--- config.mk ---
export PLATFORM = sky130hd
export DESIGN_NAME = l1_mem_port_arbiter
export DESIGN_NICKNAME = d
export VERILOG_FILES = /design/src/rtl/l1_mem_port_arbiter.sv
export SDC_FILE = /design/constraint.sdc
export NUM_CORES = 1
export LEC_CHECK = 0
export CORE_MARGIN = 4
export CORE_UTILIZATION = 30
export DETAILED_ROUTE_END_ITERATION = 10
export PLACE_DENSITY = 0.85
export SLEW_MARGIN = 20
export SYNTH_ARGS = -nofsm -noshare
export SYNTH_HDL_FRONTEND = slang
export SYNTH_SLANG_ARGS = --single-unit
--- constraint.sdc ---
create_clock -name clock_i -period 5 [get_ports clock_i]
set_input_delay 1 -clock clock_i [delete_from_list [all_inputs] [get_ports clock_i]]
set_output_delay 1 -clock clock_i [all_outputs]
set_load 0.02 [all_outputs]
--- src/rtl/l1_mem_port_arbiter.sv ---
// Round-robin owner of the shared L2 command port and buffers for the I- and D-cache controllers.
// Optional per-requester wait/grant statistics are enabled with `define L1_ARB_STATS_EN.
`ifndef BW_WORD_ADDR
`define BW_WORD_ADDR 30
`endif
`ifndef BW_BLOCK
`define BW_BLOCK 2
`endif

module l1_mem_port_arbiter #(
    parameter int BW_ADDR   = `BW_WORD_ADDR,
    parameter int BW_BLOCK  = `BW_BLOCK,
    parameter bit INIT_PRIO = 1'b0
) (
    input  logic                 clock_i,
    input  logic                 reset_i,
    input  logic [1:0]           lock_i,
    input  logic [1:0]           req_i,
    input  logic [1:0]           req_block_i,
    input  logic [1:0]           rw_i,
    input  logic [2*BW_ADDR-1:0] addr_i,
    output logic [1:0]           ready_o,
    input  logic                 mem_ready_i,
    output logic                 mem_req_o,
    output logic                 mem_req_block_o,
    output logic                 mem_rw_o,
    output logic [BW_ADDR-1:0]   mem_addr_o,
    input  logic                 rbuf_ready_i,
    output logic [1:0]           rbuf_ready_o,
    input  logic [1:0]           rbuf_ack_i,
    output logic                 rbuf_ack_o,
    input  logic                 wbuf_ready_i,
    output logic [1:0]           wbuf_ready_o,
    input  logic [1:0]           wbuf_ack_i,
    input  logic [63:0]          wbuf_data_i,
    output logic                 wbuf_ack_o,
    output logic [31:0]          wbuf_data_o,
    output logic [1:0]           grant_o,
`ifdef L1_ARB_STATS_EN
    output logic [63:0]          wait_cycles_o,
    output logic [63:0]          grants_o,
`endif
    output logic                 err_o
);

    localparam int CW          = BW_BLOCK + 1;
    localparam int SW          = BW_BLOCK + 3;
    localparam int BLOCK_WORDS = 1 << BW_BLOCK;
    localparam logic signed [SW-1:0] MAX_PEND = SW'(BLOCK_WORDS);

    typedef enum logic [1:0] {ST_IDLE, ST_OWNED, ST_RELEASE} state_t;

    state_t state, state_next;
    logic owner, prio;
    logic grant_fire, grant_sel;
    logic owned, release_ok, protocol_viol;
    logic own_lock, own_req, own_block, own_rw, own_rack, own_wack;
    logic [BW_ADDR-1:0] own_addr;
    logic [31:0] own_data;
    logic [CW-1:0] rd_pend, wr_pend, rd_next, wr_next;
    logic signed [SW-1:0] burst, rd_sum, wr_sum;
    logic cnt_err;

    assign owned = (state == ST_OWNED);

    always_comb begin
        own_lock  = owner ? lock_i[1]      : lock_i[0];
        own_req   = owner ? req_i[1]       : req_i[0];
        own_block = owner ? req_block_i[1] : req_block_i[0];
        own_rw    = owner ? rw_i[1]        : rw_i[0];
        own_rack  = owner ? rbuf_ack_i[1]  : rbuf_ack_i[0];
        own_wack  = owner ? wbuf_ack_i[1]  : wbuf_ack_i[0];
        own_addr  = owner ? addr_i[2*BW_ADDR-1:BW_ADDR] : addr_i[BW_ADDR-1:0];
        own_data  = owner ? wbuf_data_i[63:32] : wbuf_data_i[31:0];
    end

    assign release_ok    = !own_lock && (rd_pend == '0) && (wr_pend == '0) && !own_req;
    assign protocol_viol = !owned && ((|req_i) || (|rbuf_ack_i) || (|wbuf_ack_i));

    always_ff @(posedge clock_i) begin
        if (reset_i) begin
            state <= ST_IDLE;
        end else begin
            state <= state_next;
        end
    end

    always_comb begin
        state_next = state;
        grant_fire = 1'b0;
        grant_sel  = prio;
        case (state)
            ST_IDLE: begin
                if (|lock_i) begin
                    grant_fire = 1'b1;
                    grant_sel  = (&lock_i) ? prio : lock_i[1];
                    state_next = ST_OWNED;
                end
            end
            ST_OWNED: begin
                if (release_ok) begin
                    state_next = ST_RELEASE;
                end
            end
            ST_RELEASE: state_next = ST_IDLE;
            default:    state_next = ST_IDLE;
        endcase
    end

    always_comb begin
        grant_o         = '0;
        ready_o         = '0;
        rbuf_ready_o    = '0;
        wbuf_ready_o    = '0;
        mem_req_o       = 1'b0;
        mem_req_block_o = 1'b0;
        mem_rw_o        = 1'b0;
        mem_addr_o      = '0;
        rbuf_ack_o      = 1'b0;
        wbuf_ack_o      = 1'b0;
        wbuf_data_o     = '0;
        if (owned) begin
            grant_o[owner]      = 1'b1;
            ready_o[owner]      = mem_ready_i;
            rbuf_ready_o[owner] = rbuf_ready_i;
            wbuf_ready_o[owner] = wbuf_ready_i;
            mem_req_o           = own_req;
            mem_req_block_o     = own_block;
            mem_rw_o            = own_rw;
            mem_addr_o          = own_addr;
            rbuf_ack_o          = own_rack;
            wbuf_ack_o          = own_wack;
            wbuf_data_o         = own_data;
        end
    end

    // Net same-cycle update of both outstanding-word counters, clamped to [0, block size].
    always_comb begin
        cnt_err = 1'b0;
        burst   = own_block ? MAX_PEND : SW'(1);
        rd_sum  = $signed({2'b00, rd_pend}) + ((own_req && !own_rw) ? burst : '0)
                  - $signed(SW'(own_rack));
        wr_sum  = $signed({2'b00, wr_pend}) + $signed(SW'(own_wack))
                  - ((own_req && own_rw) ? burst : '0);
        if (rd_sum[SW-1]) begin
            rd_next = '0;
            cnt_err = 1'b1;
        end else if (rd_sum > MAX_PEND) begin
            rd_next = CW'(BLOCK_WORDS);
            cnt_err = 1'b1;
        end else begin
            rd_next = rd_sum[CW-1:0];
        end
        if (wr_sum[SW-1]) begin
            wr_next = '0;
            cnt_err = 1'b1;
        end else if (wr_sum > MAX_PEND) begin
            wr_next = CW'(BLOCK_WORDS);
            cnt_err = 1'b1;
        end else begin
            wr_next = wr_sum[CW-1:0];
        end
    end

    always_ff @(posedge clock_i) begin
        if (reset_i) begin
            owner   <= 1'b0;
            prio    <= INIT_PRIO;
            rd_pend <= '0;
            wr_pend <= '0;
            err_o   <= 1'b0;
        end else begin
            if (grant_fire) begin
                owner <= grant_sel;
                prio  <= ~grant_sel;
            end
            if (owned) begin
                rd_pend <= rd_next;
                wr_pend <= wr_next;
            end
            err_o <= err_o | protocol_viol | (owned & cnt_err);
        end
    end

`ifdef L1_ARB_STATS_EN
    always_ff @(posedge clock_i) begin
        if (reset_i) begin
            wait_cycles_o <= '0;
            grants_o      <= '0;
        end else begin
            for (int n = 0; n < 2; n++) begin
                if (lock_i[n] && !grant_o[n]) begin
                    wait_cycles_o[n*32 +: 32] <= wait_cycles_o[n*32 +: 32] + 32'd1;
                end
                if (grant_fire && (grant_sel == n[0])) begin
                    grants_o[n*32 +: 32] <= grants_o[n*32 +: 32] + 32'd1;
                end
            end
        end
    end
`endif

endmodule
# Word level (Yosys, flattened, before mapping)
# Cells that the tools add are included.
# W data, S select, Z words.
[totals] elab_cells=86 mem_bits_rw=0 n_memories=0 latch_bits=0 inputBits=141 reg_bits=11 output_inout_bits=76 mem_bits_ro=0
[op_classes] addsub=4 multipliers=0 n_mux=40 order_cmp=4 shifts=0 n_bitwise=7 div_mod_pow=0 reduce_logical=22 eq_ne=3
[ops] op="$mux W32" count=2
[ops] op="$mux W30" count=2
[ops] op="$mux W1" count=21
[ops] op="$mux W3" count=7
[ops] op="$mux W2" count=6
[ops] op="$gt A5 B4 Y1 const B" count=2
[ops] op="$reduce_or A2 Y1" count=4
[ops] op="$logic_and A1 B1 Y1" count=7
[ops] op="$and A2 B2 Y2" count=3
[ops] op="$logic_not A3 Y1" count=2
[ops] op="$sub A4 B1 Y5" count=1
[ops] op="$sub A4 B3 Y5" count=1
[ops] op="$add A3 B1 Y4" count=1
[ops] op="$add A3 B3 Y4" count=1
[ops] op="$logic_not A1 Y1" count=4
[ops] op="$pmux W2 S2" count=1
[ops] op="$reduce_and A2 Y1" count=2
[ops] op="$eq A2 B1 Y1 const B" count=1
[ops] op="$logic_not A2 Y1" count=1
[ops] op="$logic_or A1 B1 Y1" count=2
[ops] op="$lt A1 B2 Y1 const B" count=1
[ops] op="$ne A2 B1 Y1 const B" count=1
[ops] op="$ne A2 B2 Y1 const B" count=1
[ops] op="$or A1 B1 Y1" count=2
[ops] op="4 further kinds" count=4

# Longest topological paths before layout
# Gate-level depths: netlist (run 1).
[depth] word_depth=13 mapped_depth=15 ltp_nobuf=12

# Least setup slack after synthesis (run 1)
# Ideal clock, no wire load.
[synth_timing] path_type="input -> register" startpoint="input port req_i[0]" endpoint="register err_o" n_path_buf=0 setup_time_ps=125 arrival_ps=3174 required_time_ps=4875 stages=12 slack_ps=1701 path_cell_list="nand2b_1 > nor2_1 > a31oi_1 > nor2_1 > ha_1 > inv_1 > ha_1 > fa_1 > or2_1 > a21oi_2 > nand4bb_1 > o41a_1"
[synth_via] elab_chain_cells=12 word_cells_on_any_way=21 classes_between="3 x add/sub; 2 x order compare; 7 x mux; 3 x bitwise; 6 x reduce/logical"
[synth_lines] element="start, declared" line_no="18" rtl="input logic [1:0] req_i,"
[synth_lines] element="$mux W1" line_no="68" rtl="own_req = owner ? req_i[1] : req_i[0];"
[synth_lines] element="$logic_and A1 B1 Y1" line_no="141" rtl="rd_sum = $signed({2'b00, rd_pend}) + ((own_req && !own_rw) ? burst : '0)"
[synth_lines] element="$mux W3" line_no="141"
[synth_lines] element="$add A3 B3 Y4" line_no="141"
[synth_lines] element="$sub A4 B1 Y5" line_no="142" rtl="- $signed(SW'(own_rack));"
[synth_lines] element="$gt A5 B4 Y1" line_no="148" rtl="end else if (rd_sum > MAX_PEND) begin"
[synth_lines] element="$mux W1" line_no="148"
[synth_lines] element="$mux W1" line_no="145" rtl="if (rd_sum[SW-1]) begin"
[synth_lines] element="$mux W1" line_no="157" rtl="end else if (wr_sum > MAX_PEND) begin"
[synth_lines] element="$mux W1" line_no="154" rtl="if (wr_sum[SW-1]) begin"
[synth_lines] element="$and A1 B1 Y1" line_no="181" rtl="err_o <= err_o | protocol_viol | (owned & cnt_err);"
[synth_lines] element="$or A1 B1 Y1 (*)" line_no="181"
[synth_lines] element="end signal, assigned" line_no="181"
[synth_lines] element="end, declared" line_no="43" rtl="output logic err_o"
# Mark *: on every way between the ends. The rest lies on a longest branch, timed or not.
# A chain may end at the register's enable or synchronous reset.

# Final worst setup path (run 1)
# Ends and elaborated chain as after synthesis.

==> impl_metrics.ini, run 1 <==
[grt]
grt-ovfl-total = 0
antenna_found_initial = 0
grt_max_degree = 57
grt_pass1_wl_mm = 15.1
grt_use_total_pct = 22.9
grt_pass1_vias = 2754

[clocking]
htreeDepth = 1
clock-root-buffer = clkbuf_8
insertion_delay_ns = 0.24
clkTransAtPathRegs_ns = 0.05
cts.sinks = 11
cts_resized = 0
cts_tree = done
clock_path_buffers = 2
cts_hold_buf = 0
cts_setup_buffers = 0
cts_made_buffers = 3

[flow_run]
maxCapViolations = 0

[floorplan]
start_util_pct = 31.3
num_rows = 29
dieArea_sq_mm = 0.00807
ioPinCount = 217
fp.dieH_um = 89.8
coreArea_sq_mm = 0.00642
die_w_um = 89.8

[critical_path]
cp-end-kind = register
crit_type = input port to register
r2r_end = err_o
rr_startpoint = owner
rr_worst_depth = 12
r2r_setup_slack_ns = 1.59
required_ns = 5.13
worst_setup_path_start_kind = input port
cp_max_fo = 3
critPathArrivalTime_ns = 3.97

[synthesis]
yosys_warnings = 0
syn_avg_cell_area_sq_um = 7.36
synthCells = 273
yosysUniqueCellTypes = 47
synth_ff_type = dfxtp_1
syn_nets = 428
syn_area_sq_mm = 0.00201
yosysSeqAreaShare_pct = 11.0
async_flop_share_pct = 0
synth_edf_count = 0
synth-seq-cells = 11

[detailed_routing]
detail-route-antenna-nets = 0
totalWireLength_mm = 9.89
drc = 0
dr.pass1.iters = 4
via_per_inst = 5.01
wl_per_cell_um = 17.9
vias = 2770
drtIter0Drc = 60

[pwr]
pwr-share-clk_pct = 10.9
ir_drop_uv = 125
p_leak_nw = 1.57
power.switching_mw = 0.361
p_seq_share_pct = 14.9
intPower_mw = 0.480
swShare_pct = 42.9
pwr-share-comb_pct = 74.2
power.density_mw_per_mm2 = 198

[status]
status = finished, final reports clean

[timing]
fmax_ghz = 0.260
rsz0062_at_grt = no
fin_crit_sh_pct = 76.8
tightest_slew_ns = 0.776
post-route-min-period_ns = 3.84
slew-limit-headroom_pct = 48.1
fin_tns_setup_ns = 0
hold_viol = 0
setup_violations = 0
finalMaxSlewViolations = 0
fin_hold_ws_ns = 0.486
fin_skew_ns = 0.00384

[min_path]
min_from = rd_pend[0]
hp-class = register to register
hold_depth = 2
whs_endpoint = rd_pend[0]

[placed_design]
gp_congestion = 0.852
dpl.hpwl_mm = 8.35
placement.io_buffers = 216

[finish]
n_fill_cell = 540
drive_gt1_share_pct = 1.68
final_cell_mix = 216 x clkdlybuf4s50_1, 74 x nor2_1, 64 x mux2i_1, 13 x inv_1
mostFrequentLayoutCell = clkdlybuf4s50_1
n_antenna_cell = 0
area_growth_syn_to_layout_pct = 111
nets = 632
[per-stage QoR]
step	cell area, sq um	setup slack [ns]	total power, mW	util (%)	instances
2_1_floorplan	2010	1.70	0.454	-	273
3_3_place_gp	4190	1.06	0.731	65.3	549
3_5_place_dp	4190	0.904	0.749	65.3	549
4_1_cts	4240	1.16	0.841	66.0	553
5_1_grt	4240	0.989	0.894	66.1	553
6_report	4240	1.16	0.841	66.1	553
[cell families after synthesis]
| group | share of synthesized area, % |
|---|---|
| compound gates | 11.8 |
| xor+xnor | 1.31 |
| fa+ha+maj | 10.2 |
| buf+inv | 7.16 |
| flops | 11.0 |
| mux | 33.6 |
| simple gates | 25.0 |
[how the worst max path moves through the flow]
stage	startpoint	end	slack, ns
floorplan	req_i[0]	err_o	1.70
global placement	req_i[0]	err_o	1.06
detailed placement	req_i[0]	err_o	0.90
CTS	req_i[0]	err_o	1.16
global route	req_i[0]	err_o	0.99
finish	req_i[0]	err_o	1.16
[flip-flops by register name (all words and copies together) (netlist names)]
name     count
err_o        1
state        2
wr_pend      3
rd_pend      3
owner        1
prio         1
[synth_stat cells, types with 3 or more instances]
cell | number | share of area, %
a21oi_1 | 8 | 2.0
and2_1 | 6 | 1.9
and3_1 | 3 | 0.93
buf_2 | 10 | 2.5
clkbuf_1 | 7 | 1.3
dfxtp_1 | 11 | 11
fa_1 | 4 | 4.0
ha_1 | 10 | 6.2
inv_1 | 13 | 2.4
mux2_1 | 3 | 1.7
mux2i_1 | 64 | 32
nand2_1 | 9 | 1.7
nand2b_1 | 8 | 2.5
nor2_1 | 74 | 14
nor3_1 | 4 | 1.0
[metal layers]
| metal | routed length [um] | global-route usage [%] | vias up |
|---|---|---|---|
| li1 | - | - | 1356 |
| met5 | 0 | 0 | - |
| met3 | 934 | 7.10 | 6 |
| met2 | 5000 | 43.3 | 151 |
| met4 | 84 | 2.30 | 0 |
| met1 | 3870 | 26.0 | 1257 |
[cell type report]
cell class	instances	area [sq um]	area share, %
timing repair buffer	218	2180	51.3
sequential	11	224	5.28
inverter	13	48.8	1.15
clock buffer	4	45.0	1.06
tap	77	96.3	2.27
multi-input combinational	230	1650	38.9
[power groups by stage]
stage	logic, mW	registers (mW)	clock network (mW)
CTS	0.625	0.124	0.0918
detailed placement	0.622	0.126	0
global placement	0.606	0.126	0
finish	0.624	0.125	0.0920
global route	0.671	0.128	0.0945
floorplan	0.341	0.112	0
[worst max-delay path, cell delays in order]
cell and delay (ns):
clkdlybuf4s50_1 0.46, nand2b_1 0.14, nor2_1 0.05, a31oi_1 0.22, nor2_1 0.07, ha_1 0.27, inv_1 0.04, ha_1 0.22
fa_1 0.46, or2_1 0.25, a21oi_2 0.14, nand4bb_1 0.21, o41a_1 0.44
Power figures use the tool's default switching activity.
==> run 2: changes to the inputs <==
--- a/config.mk
+++ b/config.mk
@@ -6,9 +6,9 @@
 export NUM_CORES = 1
 export LEC_CHECK = 0
 export CORE_MARGIN = 4
-export CORE_UTILIZATION = 30
+export CORE_UTILIZATION = 29
 export DETAILED_ROUTE_END_ITERATION = 10
-export PLACE_DENSITY = 0.85
+export PLACE_DENSITY = 0.83
 export SLEW_MARGIN = 20
 export SYNTH_ARGS = -nofsm -noshare
 export SYNTH_HDL_FRONTEND = slang
==> constraint.sdc (replaced) <==
create_clock -name clock_i -period 4 [get_ports clock_i]
set_input_delay 0.8 -clock clock_i [delete_from_list [all_inputs] [get_ports clock_i]]
set_output_delay 0.8 -clock clock_i [all_outputs]
set_load 0.02 [all_outputs]
==> run 2 against run 1 <==
Effect of this change: critical endpoint unchanged; sequential cell count unchanged; clock-buffer cell count unchanged; combinational power up 27%; clock power up 18%; global-route usage up 0.75 points; hold slack worse by 0.015 ns; register-to-register slack worse by 0.81 ns; routed wire length up 4.7%; clock skew down 0.0033 ns; critical path type unchanged; cell area up 0.32%; sequential share of layout area about the same; highest routed layer unchanged.
==> impl_metrics.ini, run 2 (synthesized netlist as in run 1, its figures left out) <==
[status]
status = finished, final reports clean

[clocking]
htreeDepth = 1
insertion_delay_ns = 0.23
clkTransAtPathRegs_ns = 0.05
cts_setup_buffers = 0
clock-root-buffer = clkbuf_8
cts_resized = 0
cts_made_buffers = 3
cts_tree = done
cts.sinks = 11
cts_hold_buf = 0
clock_path_buffers = 2

[floorplan]
coreArea_sq_mm = 0.00676
start_util_pct = 29.7
num_rows = 30
die_w_um = 91.2
fp.dieH_um = 91.2
ioPinCount = 217
dieArea_sq_mm = 0.00832

[detailed_routing]
vias = 2779
drtIter0Drc = 85
via_per_inst = 4.98
dr.pass1.iters = 4
detail-route-antenna-nets = 0
wl_per_cell_um = 18.6
totalWireLength_mm = 10.4
drc = 0

[placed_design]
dpl.hpwl_mm = 8.93
dpl_cell_area_sq_mm = 0.00421
placement.io_buffers = 216
gp_congestion = 0.874

[timing]
post-route-min-period_ns = 3.64
fmax_ghz = 0.275
rsz0062_at_grt = no
fin_hold_ws_ns = 0.471
tightest_slew_ns = 0.761
fin_tns_setup_ns = 0
finalMaxSlewViolations = 0
slew-limit-headroom_pct = 49.2
fin_skew_ns = 0.000545
hold_viol = 0
setup_violations = 0
fin_crit_sh_pct = 91.0

[pwr]
ir_drop_uv = 161
power_mw = 1.05
p_leak_nw = 1.58
power.density_mw_per_mm2 = 247

[finish]
drive_gt1_share_pct = 2.09
design_area_sq_mm = 0.00426
n_antenna_cell = 0
mostFrequentLayoutCell = clkdlybuf4s50_1
reg_top3 = rd_pend x3, wr_pend x3, state x2
utilization_pct = 63.0
final_cell_mix = 216 x clkdlybuf4s50_1, 74 x nor2_1, 64 x mux2i_1, 13 x inv_1
area_growth_syn_to_layout_pct = 112
n_fill_cell = 597
nets = 634

[critical_path]
cp_max_fo = 3
rr_worst_depth = 12
r2r_setup_slack_ns = 0.78
cp-end-kind = register
required_ns = 4.11
crit_type = input port to register
worst_setup_path_start_kind = input port
startpoint = req_i[0]
rr_startpoint = owner
r2r_end = err_o
critPathArrivalTime_ns = 3.76

[grt]
antenna_found_initial = 0
grt_pass1_wl_mm = 15.6
grt_use_total_pct = 23.6
grt-ovfl-total = 0
grt_pass1_vias = 2752
grt_max_degree = 40

[flow_run]
maxCapViolations = 0

[min_path]
min_from = state[1]
whs_endpoint = state[0]
hold_depth = 1
hp-class = register to register
-- run 2: cell count changes in the layout (fill, tap and decap cells not counted) --
| cell | change |
|---|---|
| buf_4 | +2 |
| nand2b_2 | +1 |
| nand2b_4 | -1 |
-- run 2: routing by layer --
| metal | GRT usage (%) | vias to the layer above | share of wire [%] |
|---|---|---|---|
| met4 | 2.26 | 0 | 0.59 |
| met2 | 45.7 | 116 | 55 |
| met3 | 5.47 | 4 | 7.7 |
| li1 | - | 1361 | - |
| met1 | 26.9 | 1298 | 37 |
| met5 | 0 | - | 0 |
-- run 2: worst max-delay path, cell delays in order --
cell	delay [ns]
clkdlybuf4s50_1	0.47
nand2b_1	0.14
nor2_1	0.05
a31oi_1	0.17
nor2_1	0.07
ha_1	0.28
inv_1	0.04
ha_1	0.21
fa_1	0.46
or2_1	0.26
a21oi_2	0.15
nand4bb_1	0.21
o41a_1	0.45
-- run 2: worst max-delay path by stage --
stage and endpoint:
2_1_floorplan err_o, 3_3_place_gp err_o, 3_5_place_dp err_o, 4_1_cts err_o, 5_1_grt err_o, 6_report err_o
-- run 2: per-stage QoR --
step	setup WS, ns	cells
6_report	0.358	558
5_1_grt	0.144	558
4_1_cts	0.383	558
3_5_place_dp	0.162	554
3_3_place_gp	0.268	554
2_1_floorplan	0.901	273
-- run 2: where the power goes --
| group | switching (mW) | internal, mW |
|---|---|---|
| logic | 0.387 | 0.408 |
| clock network | 0.0391 | 0.0698 |
| registers | 0.0242 | 0.125 |
-- run 2: cell type report --
| type | instances | area [sq um] | share of cell area (%) |
|---|---|---|---|
| well taps | 80 | 100 | 2.35 |
| multi-input cells | 230 | 1650 | 38.7 |
| inverters | 13 | 48.8 | 1.15 |
| clock buffers | 4 | 45.0 | 1.06 |
| repair buffers | 220 | 2190 | 51.5 |
| flip-flops and latches | 11 | 224 | 5.26 |
